`config.mk`:
```
export PLATFORM = sky130hd
export DESIGN_NAME = seq_pattern_tx_flat
export DESIGN_NICKNAME = d
export VERILOG_FILES = /design/src/rtl/seq_pattern_tx_if.sv /design/src/rtl/seq_pattern_tx.sv /design/src/flat_wrapper.sv
export SDC_FILE = /design/constraint.sdc
export NUM_CORES = 1
export LEC_CHECK = 0
export BUFFER_PORTS_ARGS = -buffer_cell sky130_fd_sc_hd__buf_2
export CORE_MARGIN = 5
export CORE_UTILIZATION = 35
export DETAILED_ROUTE_END_ITERATION = 10
export GPL_ROUTABILITY_DRIVEN = 0
export SYNTH_ARGS = -nofsm -noshare
export SYNTH_HDL_FRONTEND = slang
export SYNTH_SLANG_ARGS = --single-unit
```
`constraint.sdc`:
```
create_clock -name clk -period 3.1 [get_ports clk]
set_input_delay 0.31 -clock clk [delete_from_list [all_inputs] [get_ports clk]]
set_output_delay 0.31 -clock clk [all_outputs]
set_load 0.1 [all_outputs]
```
`src/rtl/seq_pattern_tx_if.sv`:
```
`default_nettype none
// +------------------------------------------------------------------+
// | Module   : seq_pattern_tx_if                                     |
// | Brief    : 1-bit serial stream (a / a_valid / a_ready) interface  |
// | Revision : 1.0  initial release                                  |
// +------------------------------------------------------------------+
interface seq_pattern_tx_if;
    logic a;
    logic a_valid;
    logic a_ready;

    modport master (output a, output a_valid, input a_ready);
    modport slave  (input a, input a_valid, output a_ready);
endinterface : seq_pattern_tx_if
`default_nettype wire

```
`src/rtl/seq_pattern_tx.sv`:
```
`default_nettype none
// +------------------------------------------------------------------+
// | Module   : seq_pattern_tx                                        |
// | Brief    : Serial pattern transmitter, MSB first, N repeats with |
// |            optional gaps. Macro SEQ_PATTERN_TX_OVERLAP_EN skips  |
// |            the shared prefix on back-to-back repeats.            |
// | Revision : 1.0  initial release                                  |
// +------------------------------------------------------------------+
module seq_pattern_tx #(
    parameter int PAT_W   = 4,
    parameter int CNT_W   = 8,
    parameter int GAP_W   = 4,
    parameter int OVL_LEN = 2
) (
    input  logic               clk,
    input  logic               reset,
    input  logic               start,
    input  logic [PAT_W-1:0]   pattern,
    input  logic [CNT_W-1:0]   repeat_count,
    input  logic [GAP_W-1:0]   gap,
    seq_pattern_tx_if.master   tx,
    output logic               busy,
    output logic               done
);

    localparam int                 c_idx_w   = (PAT_W > 1) ? $clog2(PAT_W) : 1;
    localparam logic [c_idx_w-1:0] c_idx_top = c_idx_w'(PAT_W - 1);

    typedef enum logic [1:0] {
        S_IDLE  = 2'd0,
        S_SHIFT = 2'd1,
        S_GAP   = 2'd2,
        S_FIN   = 2'd3
    } state_t;

    state_t             r_state;
    logic [PAT_W-1:0]   r_pat_q;
    logic [CNT_W-1:0]   r_rep_q;
    logic [GAP_W-1:0]   r_gap_q;
    logic [GAP_W-1:0]   r_gap_cnt;
    logic [c_idx_w-1:0] r_idx;
    logic               r_a;
    logic               r_valid;
    logic               r_busy;
    logic               r_done;

    logic [c_idx_w-1:0] w_restart;
    logic [c_idx_w-1:0] w_idx_dec;

    assign w_idx_dec = r_idx - c_idx_w'(1);

`ifdef SEQ_PATTERN_TX_OVERLAP_EN
    localparam logic [c_idx_w-1:0] c_idx_ovl = c_idx_w'(PAT_W - 1 - OVL_LEN);
    // Only consulted on gapless repeats; prefix==suffix lets the detector reuse the tail.
    assign w_restart = (r_pat_q[PAT_W-1 -: OVL_LEN] == r_pat_q[OVL_LEN-1:0]) ? c_idx_ovl : c_idx_top;
`else
    assign w_restart = c_idx_top;
`endif

    always_ff @(posedge clk or negedge reset) begin
        if (!reset) begin
            r_state   <= S_IDLE;
            r_pat_q   <= '0;
            r_rep_q   <= '0;
            r_gap_q   <= '0;
            r_gap_cnt <= '0;
            r_idx     <= '0;
            r_a       <= 1'b0;
            r_valid   <= 1'b0;
            r_busy    <= 1'b0;
            r_done    <= 1'b0;
        end else begin
            r_done <= 1'b0;
            case (r_state)
                S_IDLE: begin
                    if (start) begin
                        r_pat_q <= pattern;
                        r_rep_q <= repeat_count;
                        r_gap_q <= gap;
                        r_busy  <= 1'b1;
                        if (repeat_count == '0) begin
                            r_state <= S_FIN;
                            r_done  <= 1'b1;
                        end else begin
                            r_state <= S_SHIFT;
                            r_idx   <= c_idx_top;
                            r_a     <= pattern[PAT_W-1];
                            r_valid <= 1'b1;
                        end
                    end
                end
                S_SHIFT: begin
                    if (tx.a_ready) begin
                        if (r_idx != '0) begin
                            r_idx <= w_idx_dec;
                            r_a   <= r_pat_q[w_idx_dec];
                        end else begin
                            r_rep_q <= r_rep_q - CNT_W'(1);
                            if (r_rep_q == CNT_W'(1)) begin
                                r_state <= S_FIN;
                                r_done  <= 1'b1;
                                r_a     <= 1'b0;
                                r_valid <= 1'b0;
                            end else if (r_gap_q != '0) begin
                                r_state   <= S_GAP;
                                r_gap_cnt <= r_gap_q;
                                r_a       <= 1'b0;
                                r_valid   <= 1'b0;
                            end else begin
                                r_idx <= w_restart;
                                r_a   <= r_pat_q[w_restart];
                            end
                        end
                    end
                end
                S_GAP: begin
                    // Counter holds at 1 on exit rather than wrapping.
                    if (r_gap_cnt <= GAP_W'(1)) begin
                        r_state <= S_SHIFT;
                        r_idx   <= c_idx_top;
                        r_a     <= r_pat_q[PAT_W-1];
                        r_valid <= 1'b1;
                    end else begin
                        r_gap_cnt <= r_gap_cnt - GAP_W'(1);
                    end
                end
                default: begin
                    r_state <= S_IDLE;
                    r_busy  <= 1'b0;
                end
            endcase
        end
    end

    assign tx.a       = r_a;
    assign tx.a_valid = r_valid;
    assign busy       = r_busy;
    assign done       = r_done;

endmodule : seq_pattern_tx
`default_nettype wire
```
`src/flat_wrapper.sv`:
```
// flat-port wrapper written by rule: the top's interface ports become plain ports
module seq_pattern_tx_flat 
#(
    parameter int PAT_W   = 4,
    parameter int CNT_W   = 8,
    parameter int GAP_W   = 4,
    parameter int OVL_LEN = 2
)
  (clk, reset, start, pattern, repeat_count, gap, busy, done, tx_a, tx_a_valid, tx_a_ready);
  seq_pattern_tx_if tx_i ();
  input  logic clk;
  input  logic reset;
  input  logic start;
  input  logic [PAT_W-1:0] pattern;
  input  logic [CNT_W-1:0] repeat_count;
  input  logic [GAP_W-1:0] gap;
  output logic busy;
  output logic done;
  output wire logic [$bits(tx_i.a)-1:0] tx_a;
  output wire logic [$bits(tx_i.a_valid)-1:0] tx_a_valid;
  input wire logic [$bits(tx_i.a_ready)-1:0] tx_a_ready;
  assign tx_a = tx_i.a;
  assign tx_a_valid = tx_i.a_valid;
  assign tx_i.a_ready = tx_a_ready;
  seq_pattern_tx #(.PAT_W(PAT_W), .CNT_W(CNT_W), .GAP_W(GAP_W), .OVL_LEN(OVL_LEN)) u_core (.clk(clk), .reset(reset), .start(start), .pattern(pattern), .repeat_count(repeat_count), .gap(gap), .tx(tx_i), .busy(busy), .done(done));
endmodule
```
==> results of run 1 <==
## per-stage QoR
step | utilization, % | hold WS [ns] | cells
floorplan | - | 0.0144 | 181
global placement | 40.3 | 0.382 | 268
detailed placement | 40.3 | 0.388 | 268
CTS | 41.4 | 0.0829 | 272
global route | 41.4 | 0.0942 | 272
finish | 41.4 | 0.0443 | 272
## state kept, by name (all words and copies together) (netlist names)
name and count:
u_core.busy 1, u_core.done 1, u_core.r_gap_cnt 4, u_core.r_gap_q 4
u_core.r_idx 2, u_core.r_pat_q 4, u_core.r_rep_q 8, u_core.r_state 2
u_core.tx.a 1, u_core.tx.a_valid 1
## report_power, final
part | leakage, uW | total, uW | internal (uW) | switching (uW)
logic | 0.000490 | 1120 | 454 | 664
clock network | 0.0000288 | 230 | 114 | 116
registers | 0.000322 | 712 | 536 | 175
## kinds of logic after synthesis
kind of cell / synth area share, %
AND/OR/NAND/NOR: 20.6
AO/OA/AOI/OAI: 19.5
flip-flops: 40.7
buffers and inverters: 3.85
multiplexers: 8.86
adder cells (fa/ha/maj): 6.54
## routing by layer
metal / global-route usage, % / wire (um) / share of wire, % / up-vias
li1: - / - / - / 724
met1: 18.7 / 1890 / 48 / 701
met2: 21.7 / 1900 / 48 / 24
met3: 1.57 / 90 / 2.3 / 4
met4: 4.39 / 48 / 1.2 / 0
met5: 0 / 0 / 0 / -
## final cells by class
cell class              instances  area, um^2  area share (%)
clock buffers                   4        55.1            2.79
flip-flops and latches         28         701            35.6
inverters                      12        45.0            2.29
well taps                      67        83.8            4.25
repair buffers                 25         130            6.60
multi-input cells             136         956            48.5
## layout by cell type (no fill, tap or decap), drive strengths merged, types with 2 or more instances in the layout
| master | count |
|---|---|
| a21o | 2 |
| nor3 | 7 |
| or3 | 2 |
| nor4 | 5 |
| mux2 | 8 |
| dfrtp | 28 |
| o22ai | 9 |
| buf | 25 |
| nand3 | 11 |
| mux2i | 4 |
| a21oi | 8 |
| a211oi | 3 |
| a221oi | 2 |
| inv | 12 |
| nor2b | 3 |
| or4 | 2 |
| clkbuf | 4 |
| nand2 | 17 |
| o31ai | 4 |
| nor2 | 7 |
| o21ai | 13 |
| nor4b | 2 |
| a22oi | 2 |
| or2 | 3 |
| ha | 9 |
## how the worst max path moves through the flow
stage | end | slack, ns | depth (start not counted)
2_1_floorplan | u_core.r_rep_q[3] | 1.34 | 8
3_3_place_gp | u_core.r_idx[0] | 1.11 | 7
3_5_place_dp | u_core.r_idx[0] | 1.08 | 7
4_1_cts | u_core.r_idx[0] | 1.05 | 7
5_1_grt | u_core.r_rep_q[7] | 0.81 | 9
6_report | u_core.r_idx[0] | 1.02 | 7
==> summary.txt, run 1 <==
Status
  – Status: finished clean

STA
  – Tightest Pin Transition: 0.640 ns
  – Max Fclk: 480 MHz
  – Final period util: 67.2%
  – Clk_skew: 0.00534 ns
  – Tmin final: 2.08 ns
  – Final setup viols: 0
  – Setup tns final: 0 ns
  – RSZ-0062 raised after global routing: false
  – Worst slew margin: 57.4%
  – Hold Vio Cnt, Final: 0
  – Pins Over Slew Limit: 0
  – Setup ws final: 1.02 ns

Detailed routing
  – DRC viols: 0
  – Iteration-0 DRC count of the detailed router: 97
  – DR pass1 iterations: 4
  – Routed via count: 1,453
  – Drt wl/cell: 14.5 um
  – DRT Wirelength: 3940 um
  – Post-DR vias/cell: 5.34
  – Final ANT Viol Nets: 0

GRT
  – Global route overflow: 0
  – Pin count of the biggest net entering global routing: 29
  – First-pass GRT wire length: 6930 um
  – Vias in the first global route: 1,465
  – GRT Total Usage: 13.5%
  – Antenna violations before repair: 0

Layout
  – Share of layout cells above drive strength 1: 22.0%
  – FILL cells: 487
  – Diode count: 0
  – Area growth, synth to finish: 14.4%
  – Post-route cell area: 1970 um^2
  – # nets final: 235

Logic synthesis
  – Post-synth EDFFs: 0
  – Top_reg_cell synth: dfrtp_1
  – Seq/Total Area, Yosys: 40.7%
  – Distinct cells, synth: 43
  – Syn Area/Cell: 9.52 um^2
  – Ys async rst share: 100%
  – Synthesis Warnings: 0
  – Area leader, netlist: dfrtp_1
  – Synth top area cells: dfrtp_1 41%, ha_1 6.5%, mux2_2 5.2%, nand2_1 3.7%, o22ai_1 3.3%
  – Mapped Nets: 210
  – Yosys top cell area share: 40.7%
  – Most numerous cell in the Yosys netlist: dfrtp_1
  – Top cells by count, synth: 28 x dfrtp_1, 17 x nand2_1, 12 x inv_1
  – Register bit total from synthesis: 28
  – Synth Instances: 181
  – Mapped cell area: 1720 um^2

Die
  – Core Footprint: 4750 um^2
  – Die H: 80.2 um
  – DIE WIDTH: 80.2 um
  – Die ar.: 6430 um^2
  – Initial Util: 36.2%
  – I/O pins: 24
  – Row cnt: 25

Clock network
  – H-tree depth: 1
  – Post-cts hold buffer count: 0
  – Clk root buf: clkbuf_8
  – Worst-case clock buffer depth: 2
  – Setup Fix Bufs, Post-CTS: 0
  – CTS resizes: 0
  – TritonCTS Buffers: 3
  – CTS tree: built
  – Worst-skew pair later-pin latency: 0.27 ns
  – Clk slew on worst S/H paths: 0.10 ns
  – Clock Sinks: 28

Setup path
  – RR Endpoint: u_core.r_idx[0]
  – Startpoint Class: flip-flop
  – CP Class: reg -> reg
  – Setup crit end kind: flip-flop
  – Largest delay contributor family on the critical path: simple AND/OR/NAND/NOR gates
  – Crit path largest cell delay: 0.44 ns
  – Worst reg-to-reg setup slack: 1.02 ns
  – Worst path arrival time: 2.24 ns
  – Worst path cell trace: inv_1, ha_1, nor2b_1, nor3_1, nand3_1, nor4b_1, a211oi_1
  – Crit path required time: 3.26 ns
  – Worst R2R Path Depth: 7
  – CP Launch Point: u_core.r_state[0]
  – Worst Path Buf+Inv: 1
  – Reg-to-reg startpoint: u_core.r_state[0]
  – Slowest-stage cell, CP: dfrtp_1
  – Worst-path fanout max: 7

Pwr
  – Peak VDD IR: 530 uV
  – Leakage Power: 0.000841 uW
  – Final Power: 2060 uW
  – Pwr per Cell Area: 1050 nW/um^2

Placement
  – Pre-CTS worst setup slack: 1.08 ns
  – Final HPWL DP: 3020 um
  – Port Buf Inserts: 23
  – Placement Cell Area: 1920 um^2

Worst hold path
  – Worst Hold Class: in -> async

Job
  – Max cap viols: 0
Note: power is estimated with default switching activity, not from simulation.
==> run 2, diff against run 1 <==
==> constraint.sdc (replaced) <==
create_clock -name clk -period 1.75 [get_ports clk]
set_input_delay 0.175 -clock clk [delete_from_list [all_inputs] [get_ports clk]]
set_output_delay 0.175 -clock clk [all_outputs]
set_load 0.1 [all_outputs]
==> summary.txt, run 2 (synthesis gave the netlist of run 1 again) <==
Status
  – Status: finished, violations left
  – Failing checks: setup timing

Setup path
  – Startpoint Class: flip-flop
  – Setup crit end kind: flip-flop
  – Slowest-stage cell, CP: or4_4
  – RR Endpoint: u_core.r_state[1]
  – Reg-to-reg startpoint: u_core.r_gap_q[3]
  – Worst Path Buf+Inv: 0
  – CP Class: reg -> reg
  – Worst reg-to-reg setup slack: -0.01 ns
  – Worst path cell trace: or4_4, a21oi_4, a221o_1, mux2i_1, o31ai_1
  – Crit path largest cell delay: 0.57 ns
  – Largest delay contributor family on the critical path: simple AND/OR/NAND/NOR gates
  – Worst R2R Path Depth: 5
  – Crit path required time: 1.92 ns
  – CP Launch Point: u_core.r_gap_q[3]
  – Worst path arrival time: 1.94 ns
  – Worst-path fanout max: 4

Placement
  – DP Cell Count: 310
  – Final HPWL DP: 3210 um
  – Port Buf Inserts: 23

Job
  – Max cap viols: 0

Layout
  – # nets final: 289
  – Most frequent cells in the layout: 51 x buf_4, 27 x dfrtp_1, 23 x buf_2
  – Diode count: 0
  – Largest reg by FF count: u_core.r_rep_q
  – Core Util, Final: 56.2%
  – FILL cells: 418
  – Commonest non-fill, non-tap cell in the layout: buf_4
  – Share of layout cells above drive strength 1: 54.8%
  – Area growth, synth to finish: 55.1%
  – Largest register FFs: 8
  – Final non-filler cell total: 326

Clock network
  – TritonCTS Buffers: 3
  – Clk root buf: clkbuf_8
  – Clk slew on worst S/H paths: 0.10 ns
  – Clock Sinks: 28
  – Worst-case clock buffer depth: 2
  – CTS tree: built
  – H-tree depth: 1
  – Worst-skew pair later-pin latency: 0.28 ns

Pwr
  – Seq pwr share: 24.7%
  – Sw frac: 43.3%
  – Leakage Power: 0.00115 uW
  – Pwr per Cell Area: 1850 nW/um^2
  – Clock power share: 8.5%
  – Internal cell power: 2800 uW
  – Combinational power share: 66.8%
  – Net switching power figure: 2140 uW
  – Peak VDD IR: 942 uV

Detailed routing
  – DR pass1 iterations: 4
  – Drt wl/cell: 14.2 um
  – Iteration-0 DRC count of the detailed router: 60
  – DRT Wirelength: 4640 um
  – Routed via count: 1,632
  – Post-DR vias/cell: 5.01
  – Final ANT Viol Nets: 0
  – DRC viols: 0

Worst hold path
  – Hold Path Stages: 2
  – Hold_sp: pattern[0]
  – Hold Path End: u_core.r_pat_q[0]
  – Worst Hold Class: in -> reg

STA
  – Pins Over Slew Limit: 0
  – Hold slack: 0.116 ns
  – Setup ws final: -0.0138 ns
  – Final period util: 101%
  – Clk_skew: 0.00358 ns
  – Tightest Pin Transition: 0.673 ns
  – RSZ-0062 raised after global routing: true
  – Final setup viols: 1
  – Tmin final: 1.76 ns
  – Worst slew margin: 55.1%
  – Max Fclk: 567 MHz
  – Hold Vio Cnt, Final: 0

GRT
  – GRT Total Usage: 14.6%
  – First-pass GRT wire length: 7400 um
  – Antenna violations before repair: 0
  – Vias in the first global route: 1,571
  – Pin count of the biggest net entering global routing: 29
  – Global route overflow: 0

Die
  – Initial Util: 36.2%
  – DIE WIDTH: 80.2 um
  – Die ar.: 6430 um^2
  – Row cnt: 25
  – I/O pins: 24
  – Die H: 80.2 um
  – Core Footprint: 4750 um^2
[run 2: cell types whose count changed in the layout (fill, tap and decap cells not counted), sizes merged]
cell	previous run	this run
dlygate4sd3	0	1
buf	25	78
[run 2: worst max path at each step]
stage,endpoint,slack (ns),cells past startpoint
after floorplan,u_core.r_idx[0],0.02,7
after global placement,u_core.tx.a,-0.08,7
after detailed placement,u_core.r_idx[0],-0.08,7
after CTS,u_core.tx.a,-0.003,7
after global routing,u_core.r_state[1],-0.1,8
final,u_core.r_state[1],-0.01,5
[run 2: layout make-up]
class | instances | area (um^2) | share of cell area, %
clock buffers | 4 | 55.1 | 2.06
inverters | 12 | 45.0 | 1.69
multi-input cells | 136 | 1220 | 45.8
flip-flops and latches | 28 | 702 | 26.3
well taps | 67 | 83.8 | 3.14
repair buffers | 79 | 562 | 21.0
[run 2: power by group through the flow]
stage	combinational [uW]	clock, uW	sequential (uW)
final	3300	418	1220
after global routing	3580	457	1270
after CTS	2850	426	1180
after global placement	2590	0	1170
after detailed placement	2610	0	1170
after floorplan	1410	0	1390
[run 2: timing repair]
item / in CTS / in global routing
gates cloned: 0 / 0
hold buffers: 1 / 0
hold endpoints to repair: 28 / 0
endpoints found under the setup margin: 14 / 17
gates resized for setup: 22 / 39
buffers inserted: 5 / 6
pin swaps: 6 / 13
[run 2: per-layer routing]
layer / track usage (%) / routed length (um)
met2: 23.9 / 2350
met5: 0 / 0
met1: 19.8 / 2130
met3: 1.57 / 93
met4: 5.57 / 76
[run 2: stage by stage]
step           TNS [ns]  instance area [um^2]  power, uW  worst slack, ns
2_1_floorplan         0                  1730       2790           0.0151
3_3_place_gp     -0.250                  2240       3760          -0.0796
3_5_place_dp     -0.415                  2240       3780          -0.0794
4_1_cts        -0.00276                  2440       4460         -0.00276
5_1_grt          -0.356                  2670       5300          -0.0999
6_report        -0.0138                  2670       4930          -0.0138
